`config.mk`:
```
export PLATFORM = sky130hd
export DESIGN_NAME = register_file
export DESIGN_NICKNAME = d
export VERILOG_FILES = /design/src/rtl/regfile_pkg.sv /design/src/rtl/regfile_read_port.sv /design/src/rtl/register_file.sv
export SDC_FILE = /design/constraint.sdc
export NUM_CORES = 2
export LEC_CHECK = 0
export BUFFER_PORTS_ARGS = -buffer_cell sky130_fd_sc_hd__buf_4
export CAP_MARGIN = 20
export CORE_AREA = 2 2 283 354
export DETAILED_ROUTE_END_ITERATION = 12
export DIE_AREA = 0 0 285 356
export PLACE_DENSITY = 0.74
export SYNTH_ARGS = -nofsm -noshare
export SYNTH_HDL_FRONTEND = slang
export SYNTH_HIERARCHICAL = 1
export SYNTH_SLANG_ARGS = --single-unit
```
`constraint.sdc`:
```
create_clock -name clk -period 53 [get_ports clk]
set_input_delay 15.9 -clock clk [delete_from_list [all_inputs] [get_ports clk]]
set_output_delay 15.9 -clock clk [all_outputs]
set_load 0.01 [all_outputs]
```
`src/rtl/regfile_pkg.sv`:
```
// Shared types and constants for the RISC-V integer register file.
// No ports. Optional feature macro used by users of this package:
// REGFILE_WRITE_BYPASS_EN (same-edge write forwarding into the read ports).
package regfile_pkg;

   localparam int unsigned DATA_W   = 32;
   localparam int unsigned ADDR_W   = 5;
   localparam int unsigned NUM_REGS = 32;

   typedef logic [ADDR_W-1:0] reg_addr_t;
   typedef logic [DATA_W-1:0] reg_data_t;
   typedef reg_data_t [NUM_REGS-1:0] reg_array_t;

   localparam reg_addr_t ZERO_REG = ADDR_W'(0);

   // True when a write strobe actually updates architectural state
   function automatic logic write_hits(input logic en, input reg_addr_t addr);
      return en && (addr != ZERO_REG);
   endfunction

endpackage

```
`src/rtl/regfile_read_port.sv`:
```
// One registered read port of the register file.
// Ports:
//   clk, rst         - clock, asynchronous active-high reset
//   regs_i           - full register array contents
//   rd_addr_i        - read address
//   wr_en_i/addr_i/data_i - same-edge write, used only for forwarding
//   rd_data_o        - registered read data (1-cycle latency)
// Macro REGFILE_WRITE_BYPASS_EN: forward a same-edge write to this port.
module regfile_read_port
   import regfile_pkg::*;
(
   input  logic       clk,
   input  logic       rst,
   input  reg_array_t regs_i,
   input  reg_addr_t  rd_addr_i,
   input  logic       wr_en_i,
   input  reg_addr_t  wr_addr_i,
   input  reg_data_t  wr_data_i,
   output reg_data_t  rd_data_o
);

   reg_data_t rd_d;
   reg_data_t rd_q;

`ifdef REGFILE_WRITE_BYPASS_EN
   // Write-before-read: a matching live write wins over the stored value
   always_comb begin
      rd_d = regs_i[rd_addr_i];
      if (write_hits(wr_en_i, wr_addr_i) && (wr_addr_i == rd_addr_i)) begin
         rd_d = wr_data_i;
      end
   end
`else
   // Read-before-write: the stored value is sampled ahead of the write
   always_comb begin
      rd_d = regs_i[rd_addr_i];
   end

   logic unused_bypass_c;
   assign unused_bypass_c = ^{wr_en_i, wr_addr_i, wr_data_i};
`endif

   // Output flop
   always_ff @(posedge clk or posedge rst) begin
      if (rst) begin
         rd_q <= '0;
      end else begin
         rd_q <= rd_d;
      end
   end

   assign rd_data_o = rd_q;

endmodule

```
`src/rtl/register_file.sv`:
```
// RISC-V integer register file: 32 x 32-bit, x0 hardwired to zero,
// two registered read ports and one write port.
// Ports:
//   clk                - rising-edge clock
//   reset              - asynchronous active-high reset (clears all state)
//   write_en, dst_addr, dst_data - write port
//   src_addr1/src_data1 - read port 1 (1-cycle latency)
//   src_addr2/src_data2 - read port 2 (1-cycle latency)
// Macro REGFILE_WRITE_BYPASS_EN: same-edge writes forward to read ports.
module register_file
   import regfile_pkg::*;
(
   input  logic      clk,
   input  logic      reset,
   input  logic      write_en,
   input  reg_addr_t dst_addr,
   input  reg_data_t dst_data,
   input  reg_addr_t src_addr1,
   input  reg_addr_t src_addr2,
   output reg_data_t src_data1,
   output reg_data_t src_data2
);

   reg_array_t regs_d;
   reg_array_t regs_q;

   // Write logic; writes to x0 are dropped so it stays zero
   always_comb begin
      regs_d = regs_q;
      if (write_hits(write_en, dst_addr)) begin
         regs_d[dst_addr] = dst_data;
      end
   end

   // Storage array
   always_ff @(posedge clk or posedge reset) begin
      if (reset) begin
         regs_q <= '0;
      end else begin
         regs_q <= regs_d;
      end
   end

   regfile_read_port u_rd1 (
      .clk       (clk),
      .rst       (reset),
      .regs_i    (regs_q),
      .rd_addr_i (src_addr1),
      .wr_en_i   (write_en),
      .wr_addr_i (dst_addr),
      .wr_data_i (dst_data),
      .rd_data_o (src_data1)
   );

   regfile_read_port u_rd2 (
      .clk       (clk),
      .rst       (reset),
      .regs_i    (regs_q),
      .rd_addr_i (src_addr2),
      .wr_en_i   (write_en),
      .wr_addr_i (dst_addr),
      .wr_data_i (dst_data),
      .rd_data_o (src_data2)
   );

endmodule

```
-- After elaboration in Yosys (flattened, before gate mapping)
Cells that the tools add are included.
- flip-flop bits (word level): 1088
- bits of input ports: 50
- order comparisons: 4
- reduce and logical (&&, ||, !) cells: 3
- mux-type cells: 7
- operators by type and width (cell ; number):
    $bwmux 1024 ; 1
    $bmux 32 s5 ; 2
    $demux 32 s5 ; 1
    $mux 32 ; 3
    $lt 5x6->1 const B ; 3
    $ge 5x1->1 const B ; 1
    $reduce_bool 5->1 ; 1
    $logic_and 1x1->1 ; 2

-- Longest topological paths before layout
- word-level depth: 5
- mapped depth: 8

-- Cells and area by module
Netlist, hierarchy kept.
- modules (own cells, without submodules) (module ; cells an instance ; instances ; area an instance (um^2)):
    register_file ; 2288 ; 1 ; 38076.5
    regfile_read_port ; 1191 ; 2 ; 9688.0

-- Worst setup path before layout
No wires, ideal clock.
- path kind: in2reg
- from: input port dst_addr[1]
- to: register regs_q[928] (netlist name)
- required time: 52.875 ns
- path buffers: 2
- arrival time: 17.048 ns
- path slack: 35.827 ns
- stages on the path: 5
- setup time: 0.125 ns
- cells stage by stage: buf_2 > nand2b_1 > nor2_1 > buf_2 > mux2_2
- word-level cells in the longest chain between the ends: 5
- RTL lines (what ; line ; source):
    from (decl) ; register_file.sv:16 ; input reg_addr_t dst_addr,
    $lt 5x6->1 (not written as such) or $ge 5x1->1 (tied branches) ; register_file.sv:31 ; regs_d[dst_addr] = dst_data;
    $logic_and 1x1->1 (not written as such) ; register_file.sv:31 ;
    $mux 32 (not written as such) ; register_file.sv:31 ;
    $demux 32 s5 ; register_file.sv:31 ;
    $bwmux 1024 ; register_file.sv:31 ;
    to (signal assigned) ; register_file.sv:40 ; regs_q <= regs_d;
    to (decl) ; register_file.sv:25 ; reg_array_t regs_q;
Several ways; a longest one is shown, not always the timed one.
A chain may end at the register's enable or synchronous reset.

-- Worst setup path after layout
- from: input port src_addr2[1]
- to: register u_rd2.rd_q[23], in the netlist u_rd2/rd_data_o[23]
- word-level cells in the longest chain between the ends: 2
- RTL lines (what ; line ; source):
    from (decl) ; register_file.sv:19 ; input reg_addr_t src_addr2,
    $bmux 32 s5 ; regfile_read_port.sv:36 ; rd_d = regs_i[rd_addr_i];
    $mux 32 (not written as such) ; regfile_read_port.sv:36 ;
    net u_rd2.rd_d[23] ; regfile_read_port.sv:22 ; reg_data_t rd_d;
    to (signal assigned) ; regfile_read_port.sv:48 ; rd_q <= rd_d;
    to (decl) ; regfile_read_port.sv:23 ; reg_data_t rd_q;
The timed path passes the listed nets, and every way through them passes these cells. The select of a mux whose other input is x is not followed.

==> results <==
- The run finished with clean final reports.
- The routed layout has between 30000 and 40000 vias.
- The clock network power share is 33.6%.
- The count of nets left with antenna violations once routing finished came out at 0.
- In this run the register-to-register setup slack is around 51 ns.
- The critical path launch point type is an input pin.
- Max-cap violations in this run came to 0.
- The highest achievable clock rate is 0.0527 GHz.
- The tightest slew margin relative to the limit is 20.1%.
- The sum of negative setup slack is 0 ns.
- The net switching power figure is 0.000647 W.
- Wires add up to 171000 microns.
- The transition time at the pin with the least slew margin is between 1 and 1.5 ns.
- The clock-pin slew on the worst setup and hold paths is roughly 0.06 ns.
- The fraction of power spent switching nets is 28.0%.
- At the worst endpoint, the arrival time is about 20 ns.
- The critical path is of the input pin to flop type.
- The clock latency of the later-clocked register in the worst-skew pair is just under 0.7 ns.
- The effective utilization at floorplan is between 50% and 60%.
- The sum of net half-perimeters after detailed placement is 86500 microns.
- After detailed routing, the number of remaining DRC violations is 0.
- The number of DRC markers in iteration 0 is 3766.
- Setup violations remaining at the end of the flow were counted as 0.
- STA classifies the critical path endpoint as a flop.
- Once placement finished, the instance area stood at approximately 58000 sq um.
- The wire length per cell is 29.0 microns.
- The library cell used most frequently in the layout, excluding fill and tap cells, is dfrtp_1.
- Cell internal power was estimated by the tool at about 0.0017 W.
- After synthesis the cells add up to 57500 sq um.
- The post-synthesis net count is 4720.
- The root buffer cell is clkbuf_16.
- The first global-routing pass estimated 255000 microns of wire.
- The fraction of final layout cells sized beyond drive strength 1 is approximately 31%.
- The final-report hold violation count is 0.
- In this run the worst path has a maximum fanout of between 80 and 90.
- The routed design could run at a clock period as short as ~19 ns.
- The boundary pin count is between 100 and 150.
- In this run the power density over the cells is 37.3 nW/um^2.
- The data required time of the critical path is 53.56 ns.
- The maximum number of pins on one net before global-route repair is ~170.
- After routing the design area is 62000 sq um.
- The placer congestion estimate is 0.788.
- Counting instances, the worst hold path has a depth of 0.
- The synthesis-to-finish area growth is 7.88%.
- The average vias per placed instance is 6.68.
- In this run the critical register-to-register path is captured at u_rd2/rd_data_o[10]$_DFF_PP0_.
- VDD sags by at most 27.5 uV.
- The die covers just over 100000 sq um.
- The post-synthesis sequential area ratio is 47.4%.
- The clock tree synthesis step divided the H-tree into 3 levels.
- The initial antenna violation count was 3.
- The cell row count is 129.
- In this run, post-CTS hold repair placed 0 buffers.
- In this run, distinct cell masters in the synthesized netlist total 29.
- The Yosys step of the flow raised 6 warnings.
- The total core area is 98500 sq um.
- Across every metal layer, demand over resource in global routing totals 33.3%.
- The number of sinks handled by clock tree synthesis is between 1000 and 1500.
- Setup repair after global routing left no endpoint under its margin.
- The top cell types in the final layout, fill and taps aside, are dfrtp_1, mux2i_1, mux2_2, nand2_1.
- The fraction of registers with async set or reset after synthesis is 100%.
- The worst hold-check slack is 0.403 ns.
- The number of flip-flops and latches in the synthesized netlist is 1088.
- The count of buffers added on input and output ports is roughly 110.
- The static power due to leakage is around 29 nW.
- The horizontal die dimension is 285 microns.
- The die boundary height is about 360 microns.
- Yosys mapped a number of flops with a built-in enable equal to 0.
- The total chip power is roughly 0.0023 W.
- After global routing the overflow that remains totals 0.
- Per report_power, the combinational group accounts for 18.7% of the total.
- For this run, the post-layout net count is around 4500.
- The cell count after synthesis is 4670.
- Sequential cells account for between 40% and 50% of the total power.
- TritonCTS built the clock tree.
- The class of the worst hold path is flop to flop.
- Between clock sinks in the finished design, the worst skew comes to 0.0122 ns.
- The number of global-route vias before repair is 40100.
- In this run the most critical hold path is launched from regs_q[30]$_DFFE_PP0P_.
- After clock tree synthesis, the repair step resized 0 gates.
- The worst-case reg-to-reg path depth is 5.
- Once the clock tree was built, the setup fixing pass inserted 0 buffers.
- The startpoint of the most critical register-to-register path is regs_q[74]$_DFFE_PP0P_.
- For this run, the leading register cell type out of synthesis is dfrtp_1.
- The hold-critical path endpoint is regs_q[30]$_DFFE_PP0P_.
- The final cycle utilization of the critical path is 35.8%.
- The count of final max-slew check failures is 0.
- The mean instance size in the synthesized netlist is around 12 sq um.
- The number of detailed-routing iterations run before antenna repair is 8.
- Counting along the longest clock path gives a buffer depth of 3.
- Counting the buffers created by CTS gives 109.
[synthesized netlist by cell type (all sizes together), types with 6 or more instances]
library cell	number	area, sq um
nor2	15	56.3
nand2b	6	37.5
nand3	196	981
a22oi	192	1440
dfrtp	1088	27200
nor3	65	330
a22o	128	1120
a31oi	64	400
buf	274	1750
mux2i	1024	10200
clkbuf	204	781
a21oi	192	961
nand2	206	773
mux2	992	11200
nor2b	6	37.5
[metrics by stage]
stage | cells | utilization (%) | worst slack (ns)
4_1_cts | 5887 | 62.9 | 34.17
2_1_floorplan | 4670 | - | 8.28
3_3_place_gp | 5692 | 59.2 | 33.52
3_5_place_dp | 5692 | 59.2 | 33.46
5_1_grt | 5890 | 63.0 | 33.92
6_report | 5891 | 63.0 | 34.01
[layer usage]
layer	vias to the layer above	GRT usage [%]	share of wire [%]
li1	16800	-	-
met1	20400	42.9	40
met2	1699	55.1	48
met3	490	4.73	6.8
met4	4	17.3	5.4
met5	-	0	0.013
[area by class of cell]
cell class	instances	area, sq um
fill	7713	36500
multi-input combinational	3101	27900
sequential	1088	27200
clock buffer	165	3330
tap	1310	1640
timing repair buffer	192	1600
clock inverter	30	262
inverter	3	18.8
antenna	2	5.00
[power groups by stage]
stage	Combinational, W	Clock, W	Sequential, W
3_5_place_dp	0.000426	0	0.00112
5_1_grt	0.000468	0.000819	0.00112
2_1_floorplan	0.000338	0	0.00109
6_report	0.000432	0.000777	0.00110
4_1_cts	0.000429	0.000785	0.00110
3_3_place_gp	0.000414	0	0.00111
[critical path: stages]
cell	delay, ns
buf_8	0.65
buf_4	0.89
buf_4	0.92
mux2i_1	0.30
a22o_1	0.17
nor3_1	0.06
a31oi_1	0.23
nand3_1	0.10
[registers in the layout, summed over array words and instances, names as in the netlist]
| register | count |
|---|---|
| u_rd2/rd_data_o | 32 |
| u_rd1/rd_data_o | 32 |
| regs_q | 1024 |
[cell families after synthesis]
group	share of synthesized area, %
flip-flops	47.4
multiplexers	37.3
buffers and inverters	4.42
AND/OR/NAND/NOR	4.08
AO/OA/AOI/OAI	6.83
[worst max path at each step]
stage / startpoint / end / slack, ns / cells past startpoint
floorplan: reset / regs_q[0]$_DFFE_PP0P_ / 8.28 / 1
global placement: src_addr2[1] / u_rd2/rd_data_o[24]$_DFF_PP0_ / 33.52 / 8
detailed placement: src_addr2[1] / u_rd2/rd_data_o[23]$_DFF_PP0_ / 33.46 / 8
CTS: src_addr2[1] / u_rd2/rd_data_o[23]$_DFF_PP0_ / 34.17 / 8
global route: src_addr2[1] / u_rd2/rd_data_o[23]$_DFF_PP0_ / 33.92 / 8
finish: src_addr2[1] / u_rd2/rd_data_o[23]$_DFF_PP0_ / 34.01 / 8
Note: power is estimated with default switching activity, not from simulation.
